==> config.mk <==
export PLATFORM = sky130hd
export DESIGN_NAME = cam_stream_gen_flat
export DESIGN_NICKNAME = d
export VERILOG_FILES = /design/src/rtl/cam_stream_gen_if.sv /design/src/rtl/cam_stream_gen.sv /design/src/flat_wrapper.sv
export SDC_FILE = /design/constraint.sdc
export NUM_CORES = 1
export LEC_CHECK = 0
export ABC_AREA = 0
export CAP_MARGIN = 20
export CORE_MARGIN = 10
export CORE_UTILIZATION = 30
export CTS_CLUSTER_SIZE = 20
export DETAILED_ROUTE_END_ITERATION = 7
export DONT_BUFFER_PORTS = 1
export PLACE_DENSITY_LB_ADDON = 0.12
export RECOVER_POWER = 100
export SLEW_MARGIN = 20
export SYNTH_ARGS = -nofsm -noshare
export SYNTH_HDL_FRONTEND = slang
export SYNTH_SLANG_ARGS = --single-unit
export TNS_END_PERCENT = 10
==> constraint.sdc <==
create_clock -name pclk -period 9.6 [get_ports pclk]
set_input_delay 1.92 -clock pclk [delete_from_list [all_inputs] [get_ports pclk]]
set_output_delay 1.92 -clock pclk [all_outputs]
set_load 0.005 [all_outputs]
==> src/rtl/cam_stream_gen_if.sv <==
// rtl/cam_stream_gen_if.sv - camera-side sync, pixel byte and frame status signals
interface cam_stream_gen_if;
  logic       vsync;
  logic       href;
  logic [7:0] px_data;
  logic       frame_done;
  logic [7:0] frame_cnt;

  modport master (output vsync, href, px_data, frame_done, frame_cnt);
  modport slave  (input  vsync, href, px_data, frame_done, frame_cnt);
endinterface

==> src/rtl/cam_stream_gen.sv <==
// rtl/cam_stream_gen.sv - OV7670-style frame timing and RGB565 test-pattern source
module cam_stream_gen #(
  parameter int H_ACTIVE    = 160,
  parameter int V_ACTIVE    = 120,
  parameter int H_BLANK     = 144,
  parameter int VSYNC_LINES = 3,
  parameter int V_BACK      = 17,
  parameter int V_FRONT     = 10
) (
  input  logic             pclk,
  input  logic             rst,
  input  logic             en,
  input  logic [1:0]       pattern_sel,
  cam_stream_gen_if.master cam
);
  localparam int LP = 2 * H_ACTIVE + H_BLANK;

  // Terminal counts per phase; VB_LAST is never reached when V_BACK is 0.
  localparam logic [31:0] VS_LAST = 32'(VSYNC_LINES * LP - 1);
  localparam logic [31:0] VB_LAST = 32'(V_BACK * LP - 1);
  localparam logic [31:0] VF_LAST = 32'(V_FRONT * LP - 1);
  localparam logic [31:0] LN_LAST = 32'(2 * H_ACTIVE - 1);
  localparam logic [31:0] HB_LAST = 32'(H_BLANK - 1);
  localparam logic [9:0]  Y_LAST  = 10'(V_ACTIVE - 1);

  localparam logic [2:0] S_IDLE   = 3'd0;
  localparam logic [2:0] S_VSYNC  = 3'd1;
  localparam logic [2:0] S_VBACK  = 3'd2;
  localparam logic [2:0] S_LINE   = 3'd3;
  localparam logic [2:0] S_HBLANK = 3'd4;
  localparam logic [2:0] S_VFRONT = 3'd5;

  logic [2:0]  state, n_state;
  logic [31:0] cnt, n_cnt;
  logic [9:0]  y, n_y;
  logic [1:0]  psel, n_psel;
  logic [7:0]  frame_cnt_q;
  logic [15:0] rgb;
  logic [7:0]  n_px;
  logic        n_last;

  assign cam.frame_cnt = frame_cnt_q;

  // Outputs are registered from the next-state view so they line up with the state being entered.
  assign n_last = (n_state == S_VFRONT) && (n_cnt == VF_LAST);

  // Frame sequencer: phase transitions, cycle counter within the phase, line index.
  always_comb begin
    n_state = state;
    n_cnt   = cnt + 32'd1;
    n_y     = y;
    n_psel  = psel;
    case (state)
      S_IDLE: begin
        n_cnt = '0;
        if (en) begin
          n_state = S_VSYNC;
          n_psel  = pattern_sel;
        end
      end
      S_VSYNC: begin
        if (cnt == VS_LAST) begin
          n_cnt   = '0;
          n_y     = '0;
          n_state = (V_BACK == 0) ? S_LINE : S_VBACK;
        end
      end
      S_VBACK: begin
        if (cnt == VB_LAST) begin
          n_cnt   = '0;
          n_y     = '0;
          n_state = S_LINE;
        end
      end
      S_LINE: begin
        if (cnt == LN_LAST) begin
          n_cnt   = '0;
          n_state = S_HBLANK;
        end
      end
      S_HBLANK: begin
        if (cnt == HB_LAST) begin
          n_cnt = '0;
          if (y < Y_LAST) begin
            n_y     = y + 10'd1;
            n_state = S_LINE;
          end else begin
            n_state = S_VFRONT;
          end
        end
      end
      S_VFRONT: begin
        if (cnt == VF_LAST) begin
          n_cnt = '0;
          n_y   = '0;
          if (en) begin
            n_state = S_VSYNC;
            n_psel  = pattern_sel;
          end else begin
            n_state = S_IDLE;
          end
        end
      end
      default: begin
        n_state = S_IDLE;
        n_cnt   = '0;
      end
    endcase
  end

  // Pixel byte for the upcoming cycle: x is the byte index >> 1, byte index bit 0 picks the half.
  always_comb begin
    rgb  = 16'h0000;
    n_px = 8'h00;
    if (n_state == S_LINE) begin
      case (n_psel)
        2'd0:    rgb = {{5{n_cnt[7]}}, {6{n_cnt[6]}}, {5{n_cnt[5]}}};
        2'd1:    rgb = {n_cnt[5:1], n_y[5:0], 5'd0};
        2'd2:    rgb = (n_cnt[4] ^ n_y[3]) ? 16'hFFFF : 16'h0000;
        default: rgb = 16'h0000;
      endcase
      if (n_psel == 2'd3) n_px = n_cnt[0] ? ~frame_cnt_q : frame_cnt_q;
      else                n_px = n_cnt[0] ? rgb[7:0] : rgb[15:8];
    end
  end

  // State, counters and registered camera outputs.
  always_ff @(posedge pclk) begin
    if (rst) begin
      state          <= S_IDLE;
      cnt            <= '0;
      y              <= '0;
      psel           <= '0;
      frame_cnt_q    <= '0;
      cam.vsync      <= 1'b0;
      cam.href       <= 1'b0;
      cam.px_data    <= 8'h00;
      cam.frame_done <= 1'b0;
    end else begin
      state          <= n_state;
      cnt            <= n_cnt;
      y              <= n_y;
      psel           <= n_psel;
      cam.vsync      <= (n_state == S_VSYNC);
      cam.href       <= (n_state == S_LINE);
      cam.px_data    <= n_px;
      cam.frame_done <= n_last;
      if (n_last) frame_cnt_q <= frame_cnt_q + 8'd1;
    end
  end
endmodule

==> src/flat_wrapper.sv <==
// flat-port wrapper written by rule: the top's interface ports become plain ports
module cam_stream_gen_flat 
#(
  parameter int H_ACTIVE    = 160,
  parameter int V_ACTIVE    = 120,
  parameter int H_BLANK     = 144,
  parameter int VSYNC_LINES = 3,
  parameter int V_BACK      = 17,
  parameter int V_FRONT     = 10
)
  (pclk, rst, en, pattern_sel, cam_vsync, cam_href, cam_px_data, cam_frame_done, cam_frame_cnt);
  cam_stream_gen_if cam_i ();
  input  logic pclk;
  input  logic rst;
  input  logic en;
  input  logic [1:0] pattern_sel;
  output wire logic [$bits(cam_i.vsync)-1:0] cam_vsync;
  output wire logic [$bits(cam_i.href)-1:0] cam_href;
  output wire logic [$bits(cam_i.px_data)-1:0] cam_px_data;
  output wire logic [$bits(cam_i.frame_done)-1:0] cam_frame_done;
  output wire logic [$bits(cam_i.frame_cnt)-1:0] cam_frame_cnt;
  assign cam_vsync = cam_i.vsync;
  assign cam_href = cam_i.href;
  assign cam_px_data = cam_i.px_data;
  assign cam_frame_done = cam_i.frame_done;
  assign cam_frame_cnt = cam_i.frame_cnt;
  cam_stream_gen #(.H_ACTIVE(H_ACTIVE), .V_ACTIVE(V_ACTIVE), .H_BLANK(H_BLANK), .VSYNC_LINES(VSYNC_LINES), .V_BACK(V_BACK), .V_FRONT(V_FRONT)) u_core (.pclk(pclk), .rst(rst), .en(en), .pattern_sel(pattern_sel), .cam(cam_i));
endmodule
==> results_dict.tcl, run 1 <==
set metrics [dict create \
    status "finished with violations" \
    violations "max-capacitance violations, max-slew violations" \
    synthXorXnorAreaFrac 0.0872 \
    cp_slowest_cell "or2_0" \
    synth_compound_area_frac 0.177 \
    firstDrtPassIters 5 \
    synth_mux_area_frac 0.0277 \
    worst_pin_slew_ps 1800 \
    synth_area_leaders "dfxtp_1, nor2_1, xnor2_1" \
    p_leak_nw 1.40 \
    place_hpwl_um 8430 \
    synth_edf_count 0 \
    cpPeakStageDelay_ps 1410 \
    grt_util_all_layers 0.125 \
    critPathKind "flop to flop" \
    vias 3653 \
    cts_made_buffers 9 \
    place_ws_ps 5280 \
    num-fill-cells 1457 \
    critPathCaptureType "flop" \
    synth_fa_ha_area_frac 0.0156 \
    h-tree-depth 3 \
    antenna_found_initial 0 \
    final_common_cell "nor2_1" \
    power.total_mw 0.599 \
    worstSetupStartpointType "flop" \
    grt_max_degree 31 \
    synth_top_family_by_area "simple AND/OR/NAND/NOR gates" \
    synth_top_area_share 0.329 \
    drive_gt1_frac 0.0499 \
    arrival_ps 5120 \
    synth.net_count 527 \
    die_w_um 136 \
    syn_inst 517 \
    synth_async_sr_flop_share 0 \
    grt_pass1_wl_um 18200 \
    finish.instance_area_mm2 0.00435 \
    ant_nets 0 \
    rsz0062_at_grt "false" \
    initial_utilization 0.304 \
    grt_pass1_vias 3477 \
    cts_tree "done" \
    cts_setup_buffers 0 \
    design.core.area_mm2 0.0132 \
    setup_viol 0 \
    numClockSinks 66 \
    cts_hold_repair.buffers 0 \
    fin_ws_ps 4610 \
    drt-vias-per-instance 5.40 \
    post-route-drc-count 0 \
    placed_cells 661 \
    vdd_drop_max_v 0.0000736 \
    fin_tns_setup_ps 0 \
    syn_to_final_growth_pct 8.35 \
    fin_nets 506 \
    fmax_ghz 0.201 \
    diodes 0 \
    yosysTopAreaCell "dfxtp_1" \
    clk_latency_ps 330 \
    finalMaxSlewViolations 31 \
    placed_area_mm2 0.00411 \
    ctsResizeCount 0 \
    yosys.area_share.simple 0.318 \
    worstHoldPathType "flop to flop" \
    drtIter0Drc 276 \
    hold_viol 0 \
    final_cells 677 \
    cap_violations 1 \
    gp_congestion 0.854 \
    ys_warn_count 0 \
    routedWlPerCell_um 16.3 \
    cts_root_buf "clkbuf_16" \
    synth_top_flop_cell "dfxtp_1" \
    period_share 0.519 \
    die_h_um 136 \
    synth_cell_types 59 \
    crit_fanout 30 \
    num_rows 42 \
    grt-ovfl-total 0 \
    fin_crit_ps 4990 \
    die_area_mm2 0.0184 \
    synth_area_mm2 0.00402 \
    port_buffers 0 \
    clk_pin_slew_ps 50 \
    cp_common_cell "or4_1" \
    cts_buffer_depth 2 \
    cp_data_required_time_ps 9740 \
    layout_common_cells "nor2_1, dfxtp_1, nand2_1" \
    ys_seq_area_frac 0.329 \
    syn_area_per_cell_um2 7.77 \
    synth-seq-cells 66 \
    crit_chain "or4_1, or4_1, nor4b_1, a211oi_1, o31ai_1, or2_0, nor2_1" \
    powerDensity_mw_per_mm2 138 \
    skew_ps 8.52 \
    wl_um 11000 \
    slew_headroom -0.198 \
    pin_count 24 \
]
## sequential cells by signal (all words and copies together) (netlist names)
name and flops:
u_core.cam.vsync 1, u_core.state 3, u_core.cam.px_data 8, u_core.psel 2, u_core.y 10, u_core.cam.href 1, u_core.cnt 32, u_core.cam.frame_cnt 8
u_core.cam.frame_done 1
## synth_stat cells (3+ instances only)
| master | n |
|---|---|
| a211o_1 | 6 |
| a211oi_1 | 3 |
| a21o_1 | 3 |
| a21oi_1 | 23 |
| a221oi_1 | 8 |
| a31oi_1 | 4 |
| a41oi_1 | 5 |
| and2_1 | 4 |
| and3_1 | 8 |
| and4_1 | 5 |
| clkbuf_1 | 28 |
| dfxtp_1 | 66 |
| ha_1 | 5 |
| inv_1 | 12 |
| mux2i_1 | 10 |
| nand2_1 | 36 |
| nand2b_1 | 5 |
| nand3_1 | 26 |
| nand4_1 | 18 |
| nor2_1 | 77 |
| nor2b_1 | 6 |
| nor3_1 | 21 |
| nor3b_1 | 3 |
| nor4_1 | 8 |
| nor4b_1 | 4 |
| o211a_1 | 3 |
| o211ai_1 | 4 |
| o21a_1 | 4 |
| o21ai_0 | 14 |
| o22ai_1 | 5 |
| or2_2 | 6 |
| or3_1 | 9 |
| or4_1 | 7 |
| xnor2_1 | 27 |
| xor2_1 | 13 |
## worst max-delay path, delay by kind of cell, from the launching register on
kind | cells | cell delay [ps]
compound gates | 2 | 1070
simple gates | 5 | 3350
flops | 1 | 370
## kinds of logic (layout without fill, tap and decap cells)
family / Yosys count / count (layout)
AO/OA/AOI/OAI: 99 / 99
flip-flops: 66 / 66
multiplexers: 11 / 11
AND/OR/NAND/NOR: 250 / 250
buffers and inverters: 46 / 30
XOR/XNOR: 40 / 40
adder cells (fa/ha/maj): 5 / 5
## where the power goes
group | leakage [nW] | internal [mW] | switching, mW | total, mW
combinational | 0.737 | 0.00867 | 0.0150 | 0.0237
clock | 0.131 | 0.180 | 0.117 | 0.297
sequential | 0.532 | 0.276 | 0.00235 | 0.278
total | 1.40 | 0.464 | 0.135 | 0.599
## per-layer routing
metal	vias to the layer above	track usage	part of all wire
li1	1834	-	-
met1	1739	0.163	0.48
met2	71	0.192	0.47
met3	9	0.0378	0.039
met4	0	0.0365	0.012
met5	-	0	0
## area by class of cell
type	count	area, um2	share of cell area
Sequential cell	66	1320	0.304
Clock buffer	11	243	0.0558
Inverter	13	48.8	0.0112
Tap cell	176	220	0.0506
Timing Repair Buffer	1	7.51	0.00173
Multi-Input combinational cell	405	2480	0.570
Clock inverter	5	30.0	0.00690
## through the flow
step,hold slack (ps),utilization
2_1_floorplan,442,-
3_3_place_gp,468,0.312
3_5_place_dp,468,0.312
4_1_cts,483,0.332
5_1_grt,516,0.330
6_report,476,0.330
## path summary, 6_finish.rpt
kind                  start             end  slack (ps)  cells after the start
max          u_core.cnt[18]  u_core.cnt[25]        4610                      7
min reg2reg     u_core.y[9]     u_core.y[9]         480                      2
min             u_core.y[9]     u_core.y[9]         480                      2
max reg2reg  u_core.cnt[18]  u_core.cnt[25]        4610                      7
Note: power is estimated with default switching activity, not from simulation.
==> inputs of run 2 (changes only) <==
clock period = 4.4 ns   (was 9.6 ns; I/O delays follow)
==> results_dict.tcl, run 2 (same netlist as run 1, synthesis figures left out) <==
set metrics [dict create \
    pwr-share-seq 0.406 \
    cp_common_cell "or4_1" \
    arrival_ps 4280 \
    cp_data_required_time_ps 4640 \
    h-tree-depth 3 \
    grt-ovfl-total 0 \
    finalMaxSlewViolations 0 \
    post-route-drc-count 0 \
    port_buffers 0 \
    ant_nets 0 \
    cts_hold_repair.buffers 0 \
    firstDrtPassIters 5 \
    antenna_found_initial 0 \
    worst_pin_slew_ps 935 \
    cts_made_buffers 9 \
    startpoint "u_core.cnt[18]" \
    vdd_drop_max_v 0.000200 \
    setup_viol 0 \
    cpPeakStageDelay_ps 730 \
    num_rows 42 \
    worstHoldPathType "flop to flop" \
    routedWlPerCell_um 16.5 \
    cts_tree "done" \
    ctsResizeCount 0 \
    critPathCaptureType "flop" \
    fin_tns_setup_ps 0 \
    largest_reg_flops 32 \
    slew_headroom 0.374 \
    power.total_mw 1.49 \
    grt_pass1_wl_um 18300 \
    cp.buffers_inverters 0 \
    hold_end "u_core.y[9]" \
    hp-start "u_core.y[9]" \
    crit_fanout 10 \
    postLayoutCoreUtil 0.338 \
    drtIter0Drc 212 \
    wl_um 11300 \
    fin_nets 510 \
    clk_latency_ps 340 \
    design.core.area_mm2 0.0132 \
    seq_area_mm2 0.00132 \
    gp_congestion 0.905 \
    die_h_um 136 \
    vias 3593 \
    clockPowerShare 0.557 \
    whs_path_depth 2 \
    largest_register "u_core.cnt" \
    rr_worst_depth 9 \
    drive_gt1_frac 0.0615 \
    p_int_mw 1.19 \
    p_leak_nw 1.45 \
    critPathKind "flop to flop" \
    netSwitchingPower_mw 0.308 \
    rsz0062_at_grt "false" \
    num-fill-cells 1390 \
    largest_registers "u_core.cnt x32, u_core.y x10" \
    skew_ps 6.03 \
    multi_input_area_mm2 0.00249 \
    final_common_cell "nor2_1" \
    grt_pass1_vias 3437 \
    drt-vias-per-instance 5.28 \
    switching_share 0.206 \
    fmax_ghz 0.248 \
    cts_buffer_depth 2 \
    status "finished, final reports clean" \
    die_area_mm2 0.0184 \
    reg2reg_slack_ps 360 \
    comb_power_share 0.038 \
    syn_to_final_growth_pct 11.1 \
    r2r_start "u_core.cnt[18]" \
    cp_slowest_cell "or4_1" \
    powerDensity_mw_per_mm2 335 \
    grt_max_degree 31 \
    period_share 0.918 \
    critical_path.top_delay_family "simple AND/OR/NAND/NOR gates" \
    layout_common_cells "nor2_1, dfxtp_1, nand2_1" \
    cts_root_buf "clkbuf_16" \
    numClockSinks 66 \
    cap_violations 0 \
    hold_ws_ps 488 \
    fin_crit_ps 4040 \
    place_hpwl_um 8580 \
    worstSetupStartpointType "flop" \
    reg2reg_to "u_core.cam.px_data[4]" \
    hold_viol 0 \
    initial_utilization 0.304 \
    clk_pin_slew_ps 60 \
    pin_count 24 \
    die_w_um 136 \
    crit_chain "or4_1, or4_1, or4_1, o211a_1, a31oi_1, a21boi_0, a211o_1, a21o_1, a221oi_1" \
    diodes 0 \
    cts_setup_buffers 0 \
    grt_util_all_layers 0.126 \
]
-- run 2: worst max path at each step --
stage / endpoint / slack (ps) / cells past startpoint
5_1_grt: u_core.cam.frame_cnt[5] / 120 / 9
3_5_place_dp: u_core.cam.px_data[7] / 490 / 9
3_3_place_gp: u_core.cam.px_data[7] / 620 / 9
6_report: u_core.cam.px_data[4] / 360 / 9
4_1_cts: u_core.cam.px_data[7] / 440 / 9
2_1_floorplan: u_core.cam.px_data[1] / 880 / 12
-- run 2: power groups by stage --
stage	Sequential, mW	Combinational [mW]	Clock (mW)
floorplan	0.616	0.0483	0
global placement	0.619	0.0563	0
detailed placement	0.619	0.0564	0
CTS	0.606	0.0565	0.859
global route	0.606	0.0616	0.881
finish	0.606	0.0561	0.831
-- run 2: routing by layer --
metal  global-route usage  wire (um)  part of all wire
met5                    0          0                 0
met4               0.0472        180             0.016
met3               0.0382        489             0.043
met2                0.192       5040              0.45
met1                0.163       5550              0.49
-- run 2: cell type report --
| cell class | count | area share |
|---|---|---|
| Clock inverter | 5 | 0.0230 |
| Sequential cell | 66 | 0.296 |
| Clock buffer | 10 | 0.0536 |
| Timing Repair Buffer | 5 | 0.00785 |
| Inverter | 13 | 0.0109 |
| Tap cell | 176 | 0.0494 |
| Multi-Input combinational cell | 405 | 0.559 |
-- run 2: worst register-to-register path: cells and delay by family (launching register included) --
kind,cells,cell delay (ps)
and+or+nand+nor,3,2020
AOI/OAI and AO/OA,6,1560
DFF,1,360
-- run 2: through the flow --
stage | worst slack [ps] | instance area, um2 | instances
detailed placement | 489 | 4140 | 665
global placement | 621 | 4140 | 665
floorplan | 876 | 4020 | 517
finish | 363 | 4460 | 680
CTS | 438 | 4480 | 680
global route | 124 | 4460 | 680
==> inputs of run 3 (changes only) <==
ABC_AREA = default   (was 0)
MAX_ROUTING_LAYER = met4   (was default)
==> results_dict.tcl, run 3 (same netlist as run 1, synthesis figures left out) <==
set metrics [dict create \
    status "finished, final reports clean" \
    final_cells 681 \
    worst_pin_slew_ps 951 \
    clk_pin_slew_ps 60 \
    grt-ovfl-total 0 \
    cts_root_buf "clkbuf_16" \
    fmax_ghz 0.246 \
    placed_cells 665 \
    routedWlPerCell_um 16.4 \
    period_share 0.925 \
    ant_nets 0 \
    largest_register "u_core.cnt" \
    crit_chain "or4_1, or4_1, or4_1, o211a_1, a31oi_1, a21boi_0, a211o_1, a21o_1, a221oi_1" \
    num-fill-cells 1373 \
    wl_um 11200 \
    worstHoldPathType "flop to flop" \
    h-tree-depth 3 \
    vias 3615 \
    setup_viol 0 \
    cap_violations 0 \
    ctsResizeCount 0 \
    die_h_um 136 \
    p_leak_nw 1.43 \
    layout_common_cells "nor2_1, dfxtp_1, nand2_1" \
    cp.buffers_inverters 0 \
    critPathKind "flop to flop" \
    drt-vias-per-instance 5.31 \
    firstDrtPassIters 5 \
    clk_latency_ps 340 \
    die_area_mm2 0.0184 \
    critPathCaptureType "flop" \
    cts_setup_buffers 0 \
    cts_buffer_depth 2 \
    cts_hold_repair.buffers 0 \
    grt_pass1_wl_um 18100 \
    grt_pass1_vias 3354 \
    num_rows 42 \
    worstSetupStartpointType "flop" \
    numClockSinks 66 \
    largest_registers "u_core.cnt x32, u_core.y x10" \
    critical_path.top_delay_family "simple AND/OR/NAND/NOR gates" \
    pin_count 24 \
    cp_data_required_time_ps 4640 \
    cts_tree "done" \
    powerDensity_mw_per_mm2 314 \
    fin_tns_setup_ps 0 \
    cts_made_buffers 9 \
    cpPeakStageDelay_ps 730 \
    crit_fanout 10 \
    cp_common_cell "or4_1" \
    fin_nets 510 \
    diodes 0 \
    largest_reg_flops 32 \
    skew_ps 9.01 \
    syn_to_final_growth_pct 10.2 \
    grt_max_degree 31 \
    initial_utilization 0.304 \
    port_buffers 0 \
    cp_slowest_cell "or4_1" \
    place_hpwl_um 8500 \
    final_common_cell "nor2_1" \
    post-route-drc-count 0 \
    antenna_found_initial 0 \
    die_w_um 136 \
    fin_crit_ps 4070 \
    rsz0062_at_grt "false" \
    hold_viol 0 \
    finalMaxSlewViolations 0 \
    slew_headroom 0.363 \
    grt_util_all_layers 0.127 \
    arrival_ps 4300 \
    drive_gt1_frac 0.0634 \
    drtIter0Drc 231 \
    vdd_drop_max_v 0.000157 \
    gp_congestion 0.889 \
    design.core.area_mm2 0.0132 \
]
run 3: path summary, 6_finish.rpt:
| kind | startpoint | endpoint | slack [ps] | cells after the start |
|---|---|---|---|---|
| max | u_core.cnt[18] | u_core.cam.px_data[4] | 330 | 9 |
| min | u_core.y[9] | u_core.y[9] | 510 | 2 |
| max reg2reg | u_core.cnt[18] | u_core.cam.px_data[4] | 330 | 9 |
| min reg2reg | u_core.y[9] | u_core.y[9] | 510 | 2 |
run 3: layout make-up:
cell class | instances | area [um2] | share of cell area
repair buffers | 5 | 35.0 | 0.00792
multi-input cells | 405 | 2490 | 0.564
clock inverters | 6 | 66.3 | 0.0150
flip-flops and latches | 66 | 1320 | 0.299
well taps | 176 | 220 | 0.0498
inverters | 13 | 48.8 | 0.0110
clock buffers | 10 | 239 | 0.0540
run 3: metrics by stage:
step	hold WS (ps)	utilization	area, um2	worst slack, ps	power [mW]
after floorplan	442	-	4020	876	0.664
after global placement	473	0.314	4140	604	0.676
after detailed placement	490	0.314	4140	493	0.675
after CTS	502	0.337	4450	473	1.41
after global routing	545	0.336	4430	117	1.44
final	505	0.336	4430	332	1.39
run 3: routing by layer:
layer,global-route usage,vias up,routed length [um]
li1,-,1841,-
met1,0.157,1692,5350
met2,0.191,71,5160
met3,0.0408,11,522
met4,0.0407,0,138
met5,-,-,0
run 3: tightest hold or removal path, stage by stage (launching register included):
cell and delay [ps]:
dfxtp_1 330, a41oi_1 50, nor2_1 80
run 3: power breakdown:
group / internal (mW) / leakage, nW / switching, mW
logic: 0.0207 / 0.754 / 0.0348
clock network: 0.453 / 0.141 / 0.276
registers: 0.601 / 0.532 / 0.00473
total: 1.07 / 1.43 / 0.316
